### src/rtl/mage_pkg.sv
// Shared defaults and types for the stream-group memory front end.
package mage_pkg;

    localparam int N_AGE_PER_STREAM   = 4;
    localparam int N_BANKS_PER_STREAM = 4;
    localparam int MAGE_DATA_W        = 32;
    localparam int MAGE_ADDR_W        = 16;
    localparam int MAGE_MEM_LAT       = 1;

    localparam int SRC_W = $clog2(N_AGE_PER_STREAM);

    // In-flight bank access tag: whether a load is pending and which AGE issued it.
    typedef struct packed {
        logic             load_valid;
        logic [SRC_W-1:0] src;
    } tag_t;

endpackage

### src/rtl/rr_arbiter.sv
// Round-robin arbiter: one-hot grant to the first request at or after the
// pointer, pointer moves just past the winner.
module rr_arbiter #(
    parameter  int N  = 4,
    localparam int IW = (N > 1) ? $clog2(N) : 1
) (
    input  logic          clk_i,
    input  logic          rst_n_i,
    input  logic [N-1:0]  req_i,
    output logic [N-1:0]  gnt_o,
    output logic [IW-1:0] idx_o,
    output logic          any_o
);

    logic [IW-1:0] ptr_q, ptr_d;

    always_comb begin
        int   j;
        logic found;
        gnt_o = '0;
        idx_o = '0;
        found = 1'b0;
        j     = 0;
        for (int i = 0; i < N; i++) begin
            j = int'(ptr_q) + i;
            if (j >= N) j = j - N;
            if (!found && req_i[j]) begin
                found    = 1'b1;
                idx_o    = IW'(j);
                gnt_o[j] = 1'b1;
            end
        end
        any_o = found;
    end

    always_comb begin
        ptr_d = ptr_q;
        if (any_o) ptr_d = (int'(idx_o) == N - 1) ? '0 : idx_o + 1'b1;
    end

    always_ff @(posedge clk_i or negedge rst_n_i) begin
        if (!rst_n_i) ptr_q <= '0;
        else          ptr_q <= ptr_d;
    end

endmodule

### src/rtl/stream_bank_arbiter.sv
// Per-stream bank arbiter: round-robin grant per bank, registered bank issue,
// and a latency-matched tag pipeline that routes load data back to its AGE.
module stream_bank_arbiter
    import mage_pkg::*;
#(
    parameter int N_REQ   = N_AGE_PER_STREAM,
    parameter int N_BANKS = N_BANKS_PER_STREAM,
    parameter int ADDR_W  = MAGE_ADDR_W,
    parameter int DATA_W  = MAGE_DATA_W,
    parameter int MEM_LAT = MAGE_MEM_LAT
) (
    input  logic                             clk_i,
    input  logic                             rst_n_i,
    input  logic [N_REQ-1:0]                 req_valid_i,
    output logic [N_REQ-1:0]                 req_ready_o,
    input  logic [N_REQ-1:0][N_BANKS-1:0]    req_bank_i,
    input  logic [N_REQ-1:0][ADDR_W-1:0]     req_addr_i,
    input  logic [N_REQ-1:0]                 req_lns_i,
    input  logic [N_REQ-1:0][DATA_W-1:0]     req_wdata_i,
    output logic [N_BANKS-1:0]               bank_req_o,
    output logic [N_BANKS-1:0]               bank_we_o,
    output logic [N_BANKS-1:0][ADDR_W-1:0]   bank_addr_o,
    output logic [N_BANKS-1:0][DATA_W-1:0]   bank_wdata_o,
    input  logic [N_BANKS-1:0][DATA_W-1:0]   bank_rdata_i,
    output logic [N_REQ-1:0]                 rsp_valid_o,
    output logic [N_REQ-1:0][DATA_W-1:0]     rsp_rdata_o,
    output logic [N_BANKS-1:0]               conflict_o,
    output logic                             illegal_o
);

    localparam int SW = (N_REQ > 1) ? $clog2(N_REQ) : 1;

    // Same layout as mage_pkg::tag_t, sized from this instance's N_REQ.
    typedef struct packed {
        logic          load_valid;
        logic [SW-1:0] src;
    } btag_t;

    logic [N_REQ-1:0]                legal;
    logic [N_BANKS-1:0][N_REQ-1:0]   cand, gnt;
    logic [N_BANKS-1:0][SW-1:0]      win;
    logic [N_BANKS-1:0]              any;
    logic [N_BANKS-1:0]              conflict_d;

    logic [N_BANKS-1:0]              bank_req_q, bank_we_q, conflict_q;
    logic [N_BANKS-1:0][ADDR_W-1:0]  bank_addr_q;
    logic [N_BANKS-1:0][DATA_W-1:0]  bank_wdata_q;
    btag_t [N_BANKS-1:0][MEM_LAT:0]  tag_q;
    logic [N_REQ-1:0]                rsp_valid_q, rsp_valid_d;
    logic [N_REQ-1:0][DATA_W-1:0]    rsp_rdata_q, rsp_rdata_d;
    logic                            illegal_q, illegal_d;

    // Zero or multi-hot bank vectors are excluded from every bank's candidates.
    always_comb begin
        legal      = '0;
        cand       = '0;
        conflict_d = '0;
        for (int k = 0; k < N_REQ; k++) begin
            legal[k] = $onehot(req_bank_i[k]);
            for (int b = 0; b < N_BANKS; b++)
                cand[b][k] = req_valid_i[k] & legal[k] & req_bank_i[k][b];
        end
        for (int b = 0; b < N_BANKS; b++)
            conflict_d[b] = (cand[b] & (cand[b] - 1'b1)) != '0;
        illegal_d = illegal_q | (|(req_valid_i & ~legal));
    end

    for (genvar b = 0; b < N_BANKS; b++) begin : g_arb
        rr_arbiter #(.N(N_REQ)) u_arb (
            .clk_i   (clk_i),
            .rst_n_i (rst_n_i),
            .req_i   (cand[b]),
            .gnt_o   (gnt[b]),
            .idx_o   (win[b]),
            .any_o   (any[b])
        );
    end

    always_comb begin
        req_ready_o = '0;
        for (int b = 0; b < N_BANKS; b++) req_ready_o = req_ready_o | gnt[b];
    end

    // Tag stage s lines up with bank cycle t+1+s; the last stage meets rdata.
    always_comb begin
        rsp_valid_d = '0;
        rsp_rdata_d = rsp_rdata_q;
        for (int b = 0; b < N_BANKS; b++) begin
            if (tag_q[b][MEM_LAT].load_valid) begin
                rsp_valid_d[tag_q[b][MEM_LAT].src] = 1'b1;
                rsp_rdata_d[tag_q[b][MEM_LAT].src] = bank_rdata_i[b];
            end
        end
    end

    always_ff @(posedge clk_i or negedge rst_n_i) begin
        if (!rst_n_i) begin
            bank_req_q   <= '0;
            bank_we_q    <= '0;
            bank_addr_q  <= '0;
            bank_wdata_q <= '0;
            conflict_q   <= '0;
            tag_q        <= '0;
            rsp_valid_q  <= '0;
            rsp_rdata_q  <= '0;
            illegal_q    <= 1'b0;
        end else begin
            for (int b = 0; b < N_BANKS; b++) begin
                bank_req_q[b] <= any[b];
                bank_we_q[b]  <= any[b] & ~req_lns_i[win[b]];
                if (any[b]) begin
                    bank_addr_q[b]  <= req_addr_i[win[b]];
                    bank_wdata_q[b] <= req_wdata_i[win[b]];
                end
                tag_q[b][0] <= '{load_valid: any[b] & req_lns_i[win[b]], src: win[b]};
                for (int s = 1; s <= MEM_LAT; s++) tag_q[b][s] <= tag_q[b][s-1];
            end
            conflict_q  <= conflict_d;
            rsp_valid_q <= rsp_valid_d;
            rsp_rdata_q <= rsp_rdata_d;
            illegal_q   <= illegal_d;
        end
    end

    assign bank_req_o   = bank_req_q;
    assign bank_we_o    = bank_we_q;
    assign bank_addr_o  = bank_addr_q;
    assign bank_wdata_o = bank_wdata_q;
    assign conflict_o   = conflict_q;
    assign rsp_valid_o  = rsp_valid_q;
    assign rsp_rdata_o  = rsp_rdata_q;
    assign illegal_o    = illegal_q;

endmodule

### config.mk
export PLATFORM = sky130hd
export DESIGN_NAME = stream_bank_arbiter
export DESIGN_NICKNAME = d
export VERILOG_FILES = /design/src/rtl/mage_pkg.sv /design/src/rtl/rr_arbiter.sv /design/src/rtl/stream_bank_arbiter.sv
export SDC_FILE = /design/constraint.sdc
export NUM_CORES = 1
export LEC_CHECK = 0
export ABC_CLOCK_PERIOD_IN_PS = 5800
export CORE_AREA = 2 2 266 268
export DETAILED_ROUTE_END_ITERATION = 7
export DIE_AREA = 0 0 268 270
export GPL_TIMING_DRIVEN = 0
export PLACE_DENSITY = 0.61
export SYNTH_ARGS = -nofsm -noshare
export SYNTH_HDL_FRONTEND = slang
export SYNTH_SLANG_ARGS = --single-unit
### constraint.sdc
create_clock -name clk_i -period 5.8 [get_ports clk_i]
set_clock_uncertainty 0.05 [all_clocks]
set_input_delay 1.16 -clock clk_i [delete_from_list [all_inputs] [get_ports clk_i]]
set_output_delay 1.16 -clock clk_i [all_outputs]
set_load 0.05 [all_outputs]
### After elaboration in Yosys (flattened, before gate mapping)

Cells that the tools add are included.

| storage, ports and cells | value |
|---|---|
| register bits after elaboration | 369 |
| input bits | 346 |
| output and inout bits | 341 |
| word-level logic and storage cells | 459 |

| operators by class | value |
|---|---|
| add/sub/neg operators | 48 |
| $lt $le $gt $ge | 60 |
| equal/unequal tests | 8 |
| multiplexer cells | 200 |
| bitwise operators | 57 |
| reduce and logical (&&, ||, !) cells | 49 |

Operators by type and width:

| kind | count |
|---|---|
| two-way mux 32 bit | 24 |
| bitwise mux 128 bit | 4 |
| greater-or-equal comparator 32 x 1 -> 1 bit (second input constant) | 16 |
| less-than comparator 32 x 4 -> 1 bit (second input constant) | 16 |
| two-way mux 128 bit | 4 |
| greater-or-equal comparator 32 x 4 -> 1 bit (second input constant) | 12 |
| subtractor 32 x 4 -> 32 bit (second input constant) | 12 |
| binary-select mux 32 bit (select 2 bit) | 4 |
| demux 32 bit (select 2 bit) | 4 |
| binary-select mux 16 bit (select 2 bit) | 4 |
| two-way mux 4 bit | 20 |
| two-way mux 1 bit | 72 |
| OR 4 bit | 18 |
| two-way mux 16 bit | 4 |
| binary-select mux 1 bit (select 2 bit) | 20 |
| demux 1 bit (select 2 bit) | 20 |
| two-way mux 2 bit | 20 |
| logical AND 1 bit | 32 |
| bitwise AND 1 bit | 28 |
| adder 2 x 2 -> 3 bit (second input constant) | 8 |
| less-than comparator 2 x 3 -> 1 bit (second input constant) | 8 |
| bitwise AND 4 bit | 5 |
| adder 1 x 1 -> 2 bit | 8 |
| nonzero test 4 bit | 4 |
| other kinds (14) | 55 |

### Logic depth before layout (Yosys ltp)

| logic depth | value |
|---|---|
| word-level depth | 22 |
| depth in mapped cells | 18 |
| gate-level depth less buffers | 14 |

### Modules after synthesis

From an unflattened synthesis, not the netlist that was laid out.

| unflattened totals | value |
|---|---|
| cell total of the unflattened synthesis | 2120 |
| area total of the unflattened synthesis | 24392.1 µm² |

Modules (own cells, without submodules):

| module | times used | cells an instance | area each (µm²) | sequential area each (µm²) |
|---|---|---|---|---|
| stream_bank_arbiter | 1 | 1826 | 21886.0 | 9033.7 |
| rr_arbiter at g_arb[0].u_arb ... | 3 | 79 | 646.9 | 50.0 |
| rr_arbiter at g_arb[3].u_arb | 1 | 57 | 565.5 | 50.0 |

### Worst setup path before layout

Ideal clock, no wire load.

| timing | value |
|---|---|
| kind | in2out |
| from | input port req_bank_i[4] in the netlist's numbering |
| to | output port req_ready_o[2] |
| data arrival time | 4.358 ns |
| data required time | 4.590 ns |
| path slack | 0.232 ns |
| stages | 12 |
| path buffers | 1 |
| cell sequence | inv_1 -> fa_1 -> inv_1 -> ha_1 -> ha_1 -> or3b_1 -> or2_1 -> buf_6 -> mux4_2 -> nor4_4 -> a221oi_1 -> nand3_1 |

| on the way | value |
|---|---|
| cells in the longest elaborated chain, start to end | 21 |
| elaborated cells between the ends (all ways) | 123 |
| classes of those cells | add/sub (2); eq/ne (1); mux (76); bitwise (20); reduce/logical (24) |

RTL lines:

| item | RTL line | source |
|---|---|---|
| start: declaration | stream_bank_arbiter.sv:16 | `input logic [N_REQ-1:0][N_BANKS-1:0] req_bank_i,` |
| adder 1 x 1 -> 2 bit (not written as such) | stream_bank_arbiter.sv:59 | `legal[k] = $onehot(req_bank_i[k]);` |
| adder 2 x 2 -> 3 bit (not written as such) | stream_bank_arbiter.sv:59 |  |
| == test 3 x 1 -> 1 bit | stream_bank_arbiter.sv:59 |  |
| bitwise AND 1 bit (2 in a row) | stream_bank_arbiter.sv:61 | `cand[b][k] = req_valid_i[k] & legal[k] & req_bank_i[k][b];` |
| binary-select mux 1 bit (select 2 bit) | rr_arbiter.sv:27 | `if (!found && req_i[j]) begin` |
| two-way mux 1 bit (not written as such) (2 in a row) | rr_arbiter.sv:27 |  |
| two-way mux 1 bit | rr_arbiter.sv:27 |  |
| logical NOT 1 bit | rr_arbiter.sv:27 |  |
| [2 not listed] | -- |  |
| logical NOT 1 bit | rr_arbiter.sv:27 |  |
| logical AND 1 bit | rr_arbiter.sv:27 |  |
| two-way mux 1 bit | rr_arbiter.sv:27 |  |
| logical NOT 1 bit | rr_arbiter.sv:27 |  |
| logical AND 1 bit | rr_arbiter.sv:27 |  |
| two-way mux 4 bit | rr_arbiter.sv:27 |  |
| OR 4 bit (2 in a row) | stream_bank_arbiter.sv:81 | `for (int b = 0; b < N_BANKS; b++) req_ready_o = req_ready_o \| gnt[b];` |
| OR 4 bit (*) | stream_bank_arbiter.sv:81 |  |
| end: declaration | stream_bank_arbiter.sv:15 | `output logic [N_REQ-1:0] req_ready_o,` |

Every way passes the cells marked *; elsewhere a longest branch is shown, timed or not. The select of a mux whose other input is x is not followed.

### Worst setup path after layout

| timing | value |
|---|---|
| from | input port req_bank_i[9] in the netlist's numbering |
| to | output port req_ready_o[1] |

The elaborated chain is that of the path after synthesis.

==> out/qor.csv <==
metric,value,unit
cts_inserted_buffers,47,
leakage,14.3,nW
cpPeakStageDelay,620,ps
root_buffer,clkbuf_16,
tightest_slew,1190,ps
clock-sinks,369,
dr.pass1.iters,6,
routed_via_density,5.99,
cpMaxStageDelayCell,mux4_2,
ys_async_sr_fraction,1.00,
yosys_warnings,0,
drtIter0Drc,2790,
worstSetupEndpointType,output port,
dp_slack,-1390,ps
min_from,tag_q[12]$_DFF_PN0_,
clk_latency,590,ps
startpoint_type,input port,
die-area,72400,um2
criticalPathCategory,in -> out,
fmax,0.173,GHz
grt_usage,0.344,
num_vias,26197,
syn_area_per_cell,9.26,um2
layout_setup_ws,24.6,ps
cp_max_fo,8,
drive_gt1_frac,0.0983,
ys_seq_elements,369,
netlist_instances,2624,
fillers,6557,
cts.clk_slew.worst_paths,50,ps
hold_buffers,0,
tritoncts,yes,
reg2reg_from,g_arb[1].u_arb.ptr_q[1]$_DFFE_PN0P_,
hold_path_depth,0,
fin_crit,5780,ps
reg2reg_depth,12,
synth_cell_types,71,
min_period_over_period,0.996,
cts_buffer_depth,3,
start_util,0.350,
htree_levels,2,
io_pins,687,
ys_seq_area_frac,0.380,
cp_data_arrival_time,4570,ps
worstHoldEndpoint,tag_q[15]$_DFF_PN0_,
reg2reg_to,bank_addr_o[27]$_DFFE_PN0P_,
wire_per_inst,29.5,um
synth_ff_type,dfrtp_1,
antenna_found_initial,30,
globalplace.congestion,0.961,
grt_max_degree,114,
max-slew-margin-rel,0.200,
synth_fp_nets,3015,
routed_wl,129,mm
core,69500,um2
grt_pass1_vias,26358,
regToRegSetupSlack,510,ps
overflow,0,
die_w,268,um
synth_edf_count,0,
drt.antenna.violating_nets,0,
hp-class,reg -> reg,
fin_nets,3774,
die_h,270,um
dpl.hpwl,95.0,mm
drc_errors,0,
cp_data_required_time,4590,ps
setup_viol,0,
path_cells,buf_4 > inv_1 > fa_1 > inv_1 > ha_1 > ha_4 > and4bb_4 > and2_4 > mux4_2 > nor4b_4 > nand2_1 > o21ai_2 > a221oi_4 > nand4_1 > buf_6,
syn_area,24300,um2
grt_pass1_wl,184,mm
port-buffer-count,686,
status,finished clean,
syn_to_final_growth,42.2,%
core.rowCount,97,
maxCapViolations,0,
report.final.slew_viol_count,0,
finalPower,23.6,mW
cp_common_cell,inv_1,
powerDensity,683,nW/um2
peakVddDrop,0.471,mV
hold_violations,0,
==> synthesized netlist by cell type, drive strengths merged, types with 2 or more instances <==
master | n | area, um2
and3 | 2 | 12.5
a31oi | 6 | 37.5
or3b | 4 | 35.0
ha | 41 | 513
a21oi | 341 | 1710
a32o | 4 | 40.0
a211oi | 132 | 996
nand3b | 6 | 45.0
o311ai | 25 | 219
and4bb | 4 | 53.8
o21bai | 24 | 184
a22o | 2 | 17.5
nor2b | 3 | 18.8
o21ai | 54 | 270
o22ai | 4 | 25.0
buf | 66 | 433
nor2 | 411 | 1540
a22oi | 12 | 90.1
clkinv | 3 | 17.5
nor3b | 7 | 52.6
mux2i | 404 | 4040
and2 | 18 | 115
nand4 | 8 | 50.1
mux4 | 20 | 450
nand2 | 201 | 759
nand2b | 3 | 18.8
inv | 33 | 124
o22a | 2 | 17.5
nor3 | 5 | 30.0
fa | 4 | 80.1
nand3 | 17 | 85.1
dfrtp | 369 | 9230
o211ai | 26 | 195
xnor2 | 3 | 26.3
a221oi | 178 | 1980
clkbuf | 165 | 619
==> critical path, delay by kind of cell <==
family | cells | cell delay, ps
and+or+nand+nor | 5 | 1200
adders and majority gates | 3 | 980
muxes | 1 | 620
buffers and inverters | 4 | 430
AOI/OAI and AO/OA | 2 | 150
==> layout by cell type, fill, tap and decap left out, drive strengths merged, types with 4 or more instances in the layout <==
cell             n
o21bai          24
or3b             4
nand3           17
bufinv           4
and4bb           4
inv             35
o311ai          25
a21oi          341
clkbuf         231
buf            109
fa               4
a31oi            6
o21ai           54
a22oi           12
mux2i          404
nand3b           6
a32o             4
clkdlybuf4s50  669
nor3b            7
nor3             5
a221oi         178
nand2          201
clkinv          12
o211ai          26
o22ai            4
ha              41
nor2           411
a211oi         132
diode           17
and2            18
mux4            20
nand4            8
dfrtp          369
==> flip-flops by register name (all words and copies together) (netlist names) <==
name	count
bank_addr_o	64
bank_req_o	4
bank_wdata_o	128
bank_we_o	4
conflict_o	4
g_arb.u_arb.ptr_q	8
illegal_o	1
rsp_rdata_o	128
rsp_valid_o	4
tag_q	24
==> timing repair <==
item / CTS / global route
setup buffers: 16 / 8
pin swaps: 29 / 21
cloned: 1 / 0
endpoints found under the hold margin: 0 / 0
gates resized for setup: 154 / 31
setup endpoints to repair: 75 / 18
==> per-stage QoR <==
stage                     area (um2)  hold WS [ps]  TNS [ps]   util  cells
after floorplan                24300           281         0      -   2624
after global placement         32400           284  -5415180  0.465   4250
after detailed placement       32400           285   -122840  0.466   4253
after CTS                      34300           297         0  0.494   4351
after global routing           34600           297     -38.5  0.497   4369
final                          34600           293         0  0.497   4375
==> cell type report <==
cell class,count,area [um2],area share
clock inverter,16,201,0.00583
antenna,17,42.5,0.00123
sequential,369,9230,0.267
clock buffer,68,1370,0.0395
inverter,36,141,0.00409
multi-input combinational,1988,14200,0.412
buffer,227,1050,0.0305
timing repair buffer,714,7120,0.206
tap,940,1180,0.0340
==> routing by layer <==
metal / track usage / vias to the layer above / share of wire
met3: 0.111 / 372 / 0.11
li1: - / 11267 / -
met2: 0.561 / 1626 / 0.47
met4: 0.172 / 30 / 0.050
met5: 0 / - / 0.0015
met1: 0.405 / 12902 / 0.37
==> worst max-delay path by stage <==
stage | depth (start not counted) | endpoint | from | slack, ps
2_1_floorplan | 12 | req_ready_o[2] | req_bank_i[4] | 230
4_1_cts | 15 | req_ready_o[1] | req_bank_i[9] | 3
3_3_place_gp | 1 | bank_wdata_o[86]$_DFFE_PN0P_ | rst_n_i | -14410
3_5_place_dp | 15 | req_ready_o[1] | req_bank_i[9] | -1390
6_report | 15 | req_ready_o[1] | req_bank_i[9] | 20
5_1_grt | 15 | req_ready_o[1] | req_bank_i[4] | -20
==> kinds of logic (layout without fill, tap and decap cells) <==
family,after synthesis,count (layout),share of synthesized area
compound gates,820,820,0.241
simple gates,695,695,0.119
fa+ha+maj,45,45,0.0244
buf+inv,267,1061,0.0491
flops,369,369,0.380
mux,425,425,0.185
xor+xnor,3,3,0.00108
other cells,0,17,0
==> power by group <==
part	switching, mW	internal (mW)	total, mW
registers	1.03	3.91	4.94
logic	10.4	5.24	15.6
clock network	1.26	1.81	3.07
total	12.7	11.0	23.6
No activity file was read; power rests on OpenSTA's default activity.
